===== config.mk =====
export PLATFORM = sky130hd
export DESIGN_NAME = hbif_uart_rx
export DESIGN_NICKNAME = d
export VERILOG_FILES = /design/src/rtl/hbif_pkg.sv /design/src/rtl/hbif_sync2.sv /design/src/rtl/hbif_uart_rx.sv
export SDC_FILE = /design/constraint.sdc
export NUM_CORES = 1
export LEC_CHECK = 0
export ABC_AREA = 1
export CORE_MARGIN = 2
export CORE_UTILIZATION = 30
export DETAILED_ROUTE_END_ITERATION = 6
export GPL_TIMING_DRIVEN = 1
export PLACE_DENSITY = 0.46
export SLEW_MARGIN = 20
export SYNTH_ARGS = -nofsm -noshare
export SYNTH_HDL_FRONTEND = slang
export SYNTH_SLANG_ARGS = --single-unit

===== constraint.sdc =====
create_clock -name clk_i -period 2.8 [get_ports clk_i]
set_clock_uncertainty 0.1 [all_clocks]
set_input_delay 0.7 -clock clk_i [delete_from_list [all_inputs] [get_ports clk_i]]
set_output_delay 0.7 -clock clk_i [all_outputs]
set_load 0.005 [all_outputs]

===== src/rtl/hbif_pkg.sv =====
// hbif_pkg: shared types and defaults for the host-bus-interface UART path
package hbif_pkg;
    localparam int HBIF_DATA_BITS    = 8;
    localparam int HBIF_CLKS_PER_BIT = 87;
    typedef enum logic [2:0] {
        ST_IDLE,
        ST_START,
        ST_DATA,
        ST_STOP,
        ST_WAIT_HIGH
    } uart_rx_state_e;
endpackage


===== src/rtl/hbif_sync2.sv =====
// hbif_sync2: two-flop synchroniser for asynchronous inputs with selectable reset value
module hbif_sync2 #(
    parameter logic RST_VAL = 1'b0
) (
    input  logic clk_i,
    input  logic rst_ni,
    input  logic d_i,
    output logic q_o
);
    logic meta;
    always_ff @(posedge clk_i or negedge rst_ni) begin
        if (!rst_ni) begin
            meta <= RST_VAL;
            q_o  <= RST_VAL;
        end else begin
            meta <= d_i;
            q_o  <= meta;
        end
    end
endmodule


===== src/rtl/hbif_uart_rx.sv =====
// hbif_uart_rx: 8N1 UART deframer feeding a valid/ready byte stream,
// with one-cycle framing-error and overrun pulses.
module hbif_uart_rx
    import hbif_pkg::*;
#(
    parameter int CLKS_PER_BIT = HBIF_CLKS_PER_BIT,
    parameter int DATA_BITS    = HBIF_DATA_BITS
) (
    input  logic                 clk_i,
    input  logic                 rst_ni,
    input  logic                 en_i,
    input  logic                 rx_i,
    output logic [DATA_BITS-1:0] data_o,
    output logic                 valid_o,
    input  logic                 ready_i,
    output logic                 frame_err_o,
    output logic                 overrun_o
);
    localparam int CW = $clog2(CLKS_PER_BIT);
    localparam int BW = $clog2(DATA_BITS + 1);

    if (CLKS_PER_BIT < 4) begin : g_bad_cpb
        $error("hbif_uart_rx: CLKS_PER_BIT must be >= 4");
    end

    uart_rx_state_e        state, state_nxt;
    logic [CW-1:0]         cyc;
    logic [BW-1:0]         bit_cnt;
    logic [DATA_BITS-1:0]  shreg;
    logic rxs, en_q, en_rise, active, half_hit, bit_hit, last_bit;
    logic stop_hit, load, ovr, ferr;

    hbif_sync2 #(.RST_VAL(1'b1)) u_sync (
        .clk_i (clk_i),
        .rst_ni(rst_ni),
        .d_i   (rx_i),
        .q_o   (rxs)
    );

    assign en_rise  = en_i & ~en_q;
    assign active   = state inside {ST_START, ST_DATA, ST_STOP};
    assign half_hit = cyc == CW'(CLKS_PER_BIT / 2 - 1);
    assign bit_hit  = cyc == CW'(CLKS_PER_BIT - 1);
    assign last_bit = bit_cnt == BW'(DATA_BITS - 1);

    always_ff @(posedge clk_i or negedge rst_ni) begin
        if (!rst_ni) state <= ST_IDLE;
        else         state <= state_nxt;
    end

    // A rising enable parks in WAIT_HIGH so a line already low cannot start a frame
    always_comb begin
        state_nxt = state;
        if (!en_i) state_nxt = ST_IDLE;
        else if (en_rise) state_nxt = ST_WAIT_HIGH;
        else begin
            case (state)
                ST_IDLE:  if (!rxs) state_nxt = ST_START;
                ST_START: if (half_hit) state_nxt = rxs ? ST_IDLE : ST_DATA;
                ST_DATA:  if (bit_hit && last_bit) state_nxt = ST_STOP;
                ST_STOP:  if (bit_hit) state_nxt = rxs ? ST_IDLE : ST_WAIT_HIGH;
                default:  if (rxs) state_nxt = ST_IDLE;
            endcase
        end
    end

    always_comb begin
        stop_hit = state == ST_STOP && bit_hit && en_i;
        load     = stop_hit && rxs && (!valid_o || ready_i);
        ovr      = stop_hit && rxs && valid_o && !ready_i;
        ferr     = stop_hit && !rxs;
    end

    always_ff @(posedge clk_i or negedge rst_ni) begin
        if (!rst_ni) begin
            en_q        <= 1'b1;
            cyc         <= '0;
            bit_cnt     <= '0;
            shreg       <= '0;
            data_o      <= '0;
            valid_o     <= 1'b0;
            frame_err_o <= 1'b0;
            overrun_o   <= 1'b0;
        end else begin
            en_q        <= en_i;
            cyc         <= (active && state_nxt == state && !bit_hit) ? cyc + CW'(1) : '0;
            bit_cnt     <= (state == ST_DATA && state_nxt == ST_DATA) ? bit_cnt + BW'(bit_hit) : '0;
            if (state == ST_DATA && bit_hit) shreg <= {rxs, shreg[DATA_BITS-1:1]};
            if (load) data_o <= shreg;
            valid_o     <= load || (valid_o && !ready_i);
            frame_err_o <= ferr;
            overrun_o   <= ovr;
        end
    end
endmodule


# [Yosys cells after proc, flatten, opt, wreduce, memory -nomap -nowiden]
# Index checks and enable logic that the tools add are counted.
[op_classes] addsub=2 eq_ne=8 muxes=12 bitwise=2 n_reduce_logical=21
[ops] cell="3-bit 2-to-1 mux" count=8
[ops] cell="1-bit logical AND" count=13
[ops] cell="3-bit case mux with 4 select lines" count=1
[ops] cell="3-bit by 2-bit equality test with 1-bit output (second input constant)" count=3
[ops] cell="7-bit by 1-bit adder with 7-bit output (second input constant)" count=1
[ops] cell="7-bit by 6-bit equality test with 1-bit output (second input constant)" count=1
[ops] cell="7-bit equality test (second input constant)" count=1
[ops] cell="7-bit 2-to-1 mux" count=1
[ops] cell="4-bit by 1-bit adder with 4-bit output" count=1
[ops] cell="4-bit by 3-bit equality test with 1-bit output (second input constant)" count=1
[ops] cell="1-bit logical NOT" count=4
[ops] cell="4-bit 2-to-1 mux" count=1
[ops] cell="3-bit by 1-bit equality test with 1-bit output (second input constant)" count=1
[ops] cell="3-bit equality test" count=1
[ops] cell="3-bit logical NOT" count=1
[ops] cell="3-bit nonzero test" count=1
[ops] cell="1-bit logical OR" count=2
[ops] cell="2-bit 2-to-1 mux" count=1
[ops] cell="1-bit bitwise AND" count=1
[ops] cell="1-bit NOT" count=1
[word_totals] regBits=36

# [Logic depth before layout (Yosys ltp)]
[depth] depth_word=10 mapped_depth=13 mapped_depth_nobuf=13

# [Cells and area by module]
# A second synthesis with hierarchy kept.
[unflattened] cells_unflattened=179 area_unflattened_um2=1639.1
[by_module_without_submodules] module="hbif_uart_rx" n_inst=1 cells_each=177 area_per_inst_um2=1586.5
[by_module_without_submodules] module="hbif_sync2" n_inst=1 cells_each=2 area_per_inst_um2=52.6

# [Worst setup path before layout]
# OpenSTA, ideal clock, no wires.
[synth_timing] kind="flip-flop to flip-flop" start="register cyc[0]" end="register cyc[0]" t_arrival_ps=1494 required_ps=2631 path_slack_ps=1137 path_stages_with_launch=13 path_buffers=0 period_less_slack_ps=1663 cell_sequence="dfrtp_1 > inv_1 > ha_1 > nand2_2 > inv_2 > nand3_2 > a21oi_1 > nand4_1 > nand2_1 > nand2_1 > nand2_1 > nand2_4 > nor2_2"
[synth_between] elab_chain_len=10 word_cells_on_any_way=15 cone_classes="add/sub (1); eq/ne (3); mux (7); reduce/logical (4)"
[synth_rtl] element="start: declaration" line_no="hbif_uart_rx.sv:27" text="logic [CW-1:0] cyc;"
[synth_rtl] element="start signal: assignment" line_no="hbif_uart_rx.sv:86" text="cyc <= (active && state_nxt == state && !bit_hit) ? cyc + CW'(1) : '0;"
[synth_rtl] element="7-bit equality test" line_no="hbif_uart_rx.sv:43" text="assign bit_hit = cyc == CW'(CLKS_PER_BIT - 1);"
[synth_rtl] element="1-bit logical AND" line_no="hbif_uart_rx.sv:60" text="ST_DATA: if (bit_hit && last_bit) state_nxt = ST_STOP;"
[synth_rtl] element="3-bit 2-to-1 mux" line_no="hbif_uart_rx.sv:60"
[synth_rtl] element="3-bit case mux with 4 select lines" line_no="hbif_uart_rx.sv:57" text="case (state)"
[synth_rtl] element="3-bit 2-to-1 mux" line_no="hbif_uart_rx.sv:55" text="else if (en_rise) state_nxt = ST_WAIT_HIGH;"
[synth_rtl] element="3-bit 2-to-1 mux" line_no="hbif_uart_rx.sv:54" text="if (!en_i) state_nxt = ST_IDLE;"
[synth_rtl] element="3-bit equality test" line_no="hbif_uart_rx.sv:86"
[synth_rtl] element="1-bit logical AND (2 in a row)" line_no="hbif_uart_rx.sv:86"
[synth_rtl] element="7-bit 2-to-1 mux *" line_no="hbif_uart_rx.sv:86"
# Mark *: on every way between the ends. The rest lies on a longest branch, timed or not.
# A chain may end at the register's enable or synchronous reset.

# [Worst setup path in the final report]
[layout_timing] start="register data_o[5]" end="output data_o[5]"
[layout_lines] element="start: declaration" line_no="hbif_uart_rx.sv:13" text="output logic [DATA_BITS-1:0] data_o,"
[layout_lines] element="start signal: assignment" line_no="hbif_uart_rx.sv:89" text="if (load) data_o <= shreg;"
# No word-level cell between the ends.

==> results.md <==
- Global-route usage over all layers: 10.7%
- Floorplan core area: 5470 um2
- Die Span X: 79.0 um
- Hold WC Path Type: flop to flop
- Syn Area/Cell: 9.59 um2
- Postcts setup bufs: 0
- Antenna Nets Post-Route: 0
- Warnings, synthesis: 0
- Slew @ Worst Pin: 0.449 ns
- Hold buffer count at cts: 0
- Placement Cell Area: 1920 um2
- Crit share post-route: 69.4%
- Cell Area, Synth: 1690 um2
- Clock H-tree levels: 2
- PD cells: 463 nW/um2
- Pint: 0.711 mW
- CTS tree: built
- Finished Layout Cells: 270
- Pre-CTS WS: 0.549 ns
- Share of cells above drive strength 1: 21.2%
- Seq pwr share: 57.1%
- First-pass GRT wire length: 5.22 mm
- Fillers: 565
- Hold violation count in the final report: 0
- Post-route cell area: 2010 um2
- Crit path required time: 2.00 ns
- Max Root-Sink Buffers: 2
- Post-DP HPWL: 2.22 mm
- Total Routed Length: 2.96 mm
- Number of core rows: 27
- Worst Setup End Kind: output port
- Worst Path Arrival: 1.14 ns
- Leading cell types in the layout, fill and taps excluded: nand2_1 (33), dfrtp_1 (33), inv_1 (20)
- Minimum clock period: 1.94 ns
- Via count: 1,155
- Post-Synth Adder-Cell Area: 2.97%
- NumNets Final: 206
- Ys flop type: dfrtp_1
- WS Path Type: flop to output port
- Max frequency: 514 MHz
- Multiplexer share of the synthesized area: 0.890%
- Sw frac: 23.6%
- Wire length per cell: 11.0 um
- Crit-path slowest cell: clkdlybuf4s50_1
- Clock share of power: 38.9%
- Synth Register Bits: 36
- Status: complete, no violations
- # port buffers: 15
- Area occupied by multi-input gates: 671 um2
- Die Y: 79.0 um
- Layout area overhead: 19.0%
- Post-synth EDFFs: 0
- # IOs: 16
- CP startpoint kind: flop
- Leak: 0.870 nW
- Register Area: 905 um2
- Unrepaired setup endpoints after global routing: false
- CP Cell Sequence: clkdlybuf4s50_1
- Top delay family on crit path: buffers and inverters
- Gate power share: 3.9%
- Mapped Cells: 176
- Setup TNS: 0 ns
- Cts bufs inserted: 5
- Reg clk slew, reported paths: 0.08 ns
- # setup viols final: 0
- WHS: 0.257 ns
- RePlAce Congestion: 0.761
- Max VDD drop: 0.000169 V
- ANT cells: 0
- Count of maximum capacitance violations: 0
- PostCTS Resize Cnt: 0
- Clk root buf: clkbuf_8
- Max Slew Vio Count: 0
- Async SR Flop Fraction: 100%
- Switching pwr: 0.219 mW
- GRT overflow: 0
- DRC viols: 0
- Syn nets: 185
- Post-Synth XOR/XNOR Area: 3.63%
- Final WS setup: 0.856 ns
- Vias in the first global route: 1,175
- Largest family of logic cells by synthesized area: simple AND/OR/NAND/NOR gates
- Initial core utilization: 30.8%
- Later-pin clock latency in the skew report: 0.28 ns
- Initial antenna violation count: 0
- Die footprint: 6240 um2
- Initial DRC Count: 69
- Largest stage delay on the critical path: 0.50 ns
- Post-synthesis simple-gate area fraction: 26.8%
- Inst Count DP: 262
- Critical path peak fanout: 2
- Post-synthesis cell type count: 28
- CP Buf/Inv Count: 1
- TritonCTS Sinks: 36
- Compound-gate portion of the synthesized area: 5.49%
- TritonRoute pass-1 iters: 4
- Relative slew slack: 70.0%
- DR vias/cell: 4.28
- Sequential share of the synthesized area: 53.6%
- Largest net degree at the start of global routing: 37
[state kept, by name (all words and copies together), names as in the netlist]
register and cells:
bit_cnt 4, cyc 7, data_o 8, en_q 1, frame_err_o 1, overrun_o 1, shreg 8, state 3
u_sync.meta 1, u_sync.q_o 1, valid_o 1
[cell usage after synthesis (2+ instances only)]
cell type,count,area [um2]
ha_1,4,50.1
nand4_1,3,18.8
xor2_1,5,43.8
o21ai_0,8,40.0
nand2_1,33,124
dfrtp_1,33,826
nand2_4,2,22.5
dfstp_2,3,78.8
inv_1,20,75.1
nor2_4,4,45.0
nand3_1,8,40.0
nor2_2,8,50.1
nor3_1,2,10.0
xnor2_1,2,17.5
nand2_2,5,31.3
o21ai_1,8,40.0
nor2_1,11,41.3
nand3b_1,2,15.0
inv_2,6,22.5
[layer usage]
| layer | GRT usage (%) | routed length (um) | vias up |
|---|---|---|---|
| met5 | 0 | 0 | - |
| met4 | 5.86 | 57 | 0 |
| met3 | 2.84 | 92 | 6 |
| met2 | 16.9 | 1400 | 20 |
| met1 | 13.5 | 1410 | 542 |
| li1 | - | - | 587 |
[stage by stage]
step | util, % | total power, mW
2_1_floorplan | - | 0.557
3_3_place_gp | 35.1 | 0.578
3_5_place_dp | 35.1 | 0.580
4_1_cts | 36.7 | 0.947
5_1_grt | 36.7 | 0.976
6_report | 36.7 | 0.930
[logic make-up after synthesis]
family / after synthesis
AO/OA/AOI/OAI: 18
XOR/XNOR: 7
AND/OR/NAND/NOR: 82
multiplexers: 1
flip-flops: 36
buffers and inverters: 28
adder cells (fa/ha/maj): 4
[cell type report]
class / count / area share, %
sequential: 36 / 45.0
multi-input combinational: 112 / 33.4
timing repair buffer: 16 / 7.85
inverter: 26 / 4.86
tap: 72 / 4.49
clock buffer: 5 / 3.43
clock inverter: 3 / 0.935
[power by group through the flow]
stage / Combinational, mW / Clock [mW] / Sequential, mW
CTS: 0.0383 / 0.377 / 0.531
global route: 0.0420 / 0.402 / 0.532
detailed placement: 0.0383 / 0 / 0.541
finish: 0.0367 / 0.362 / 0.532
global placement: 0.0370 / 0 / 0.541
floorplan: 0.0169 / 0 / 0.540
[final timing paths]
path	slack [ns]	from	depth (start not counted)	endpoint
max	0.86	data_o[5]	1	data_o[5]
min	0.26	u_sync.meta	0	u_sync.q_o
max reg2reg	0.94	cyc[0]	12	cyc[3]
min reg2reg	0.26	u_sync.meta	0	u_sync.q_o
max in group asynchronous	1.52	rst_ni	2	u_sync.meta
min in group asynchronous	0.73	rst_ni	2	bit_cnt[3]
Note: power is estimated with default switching activity, not from simulation.
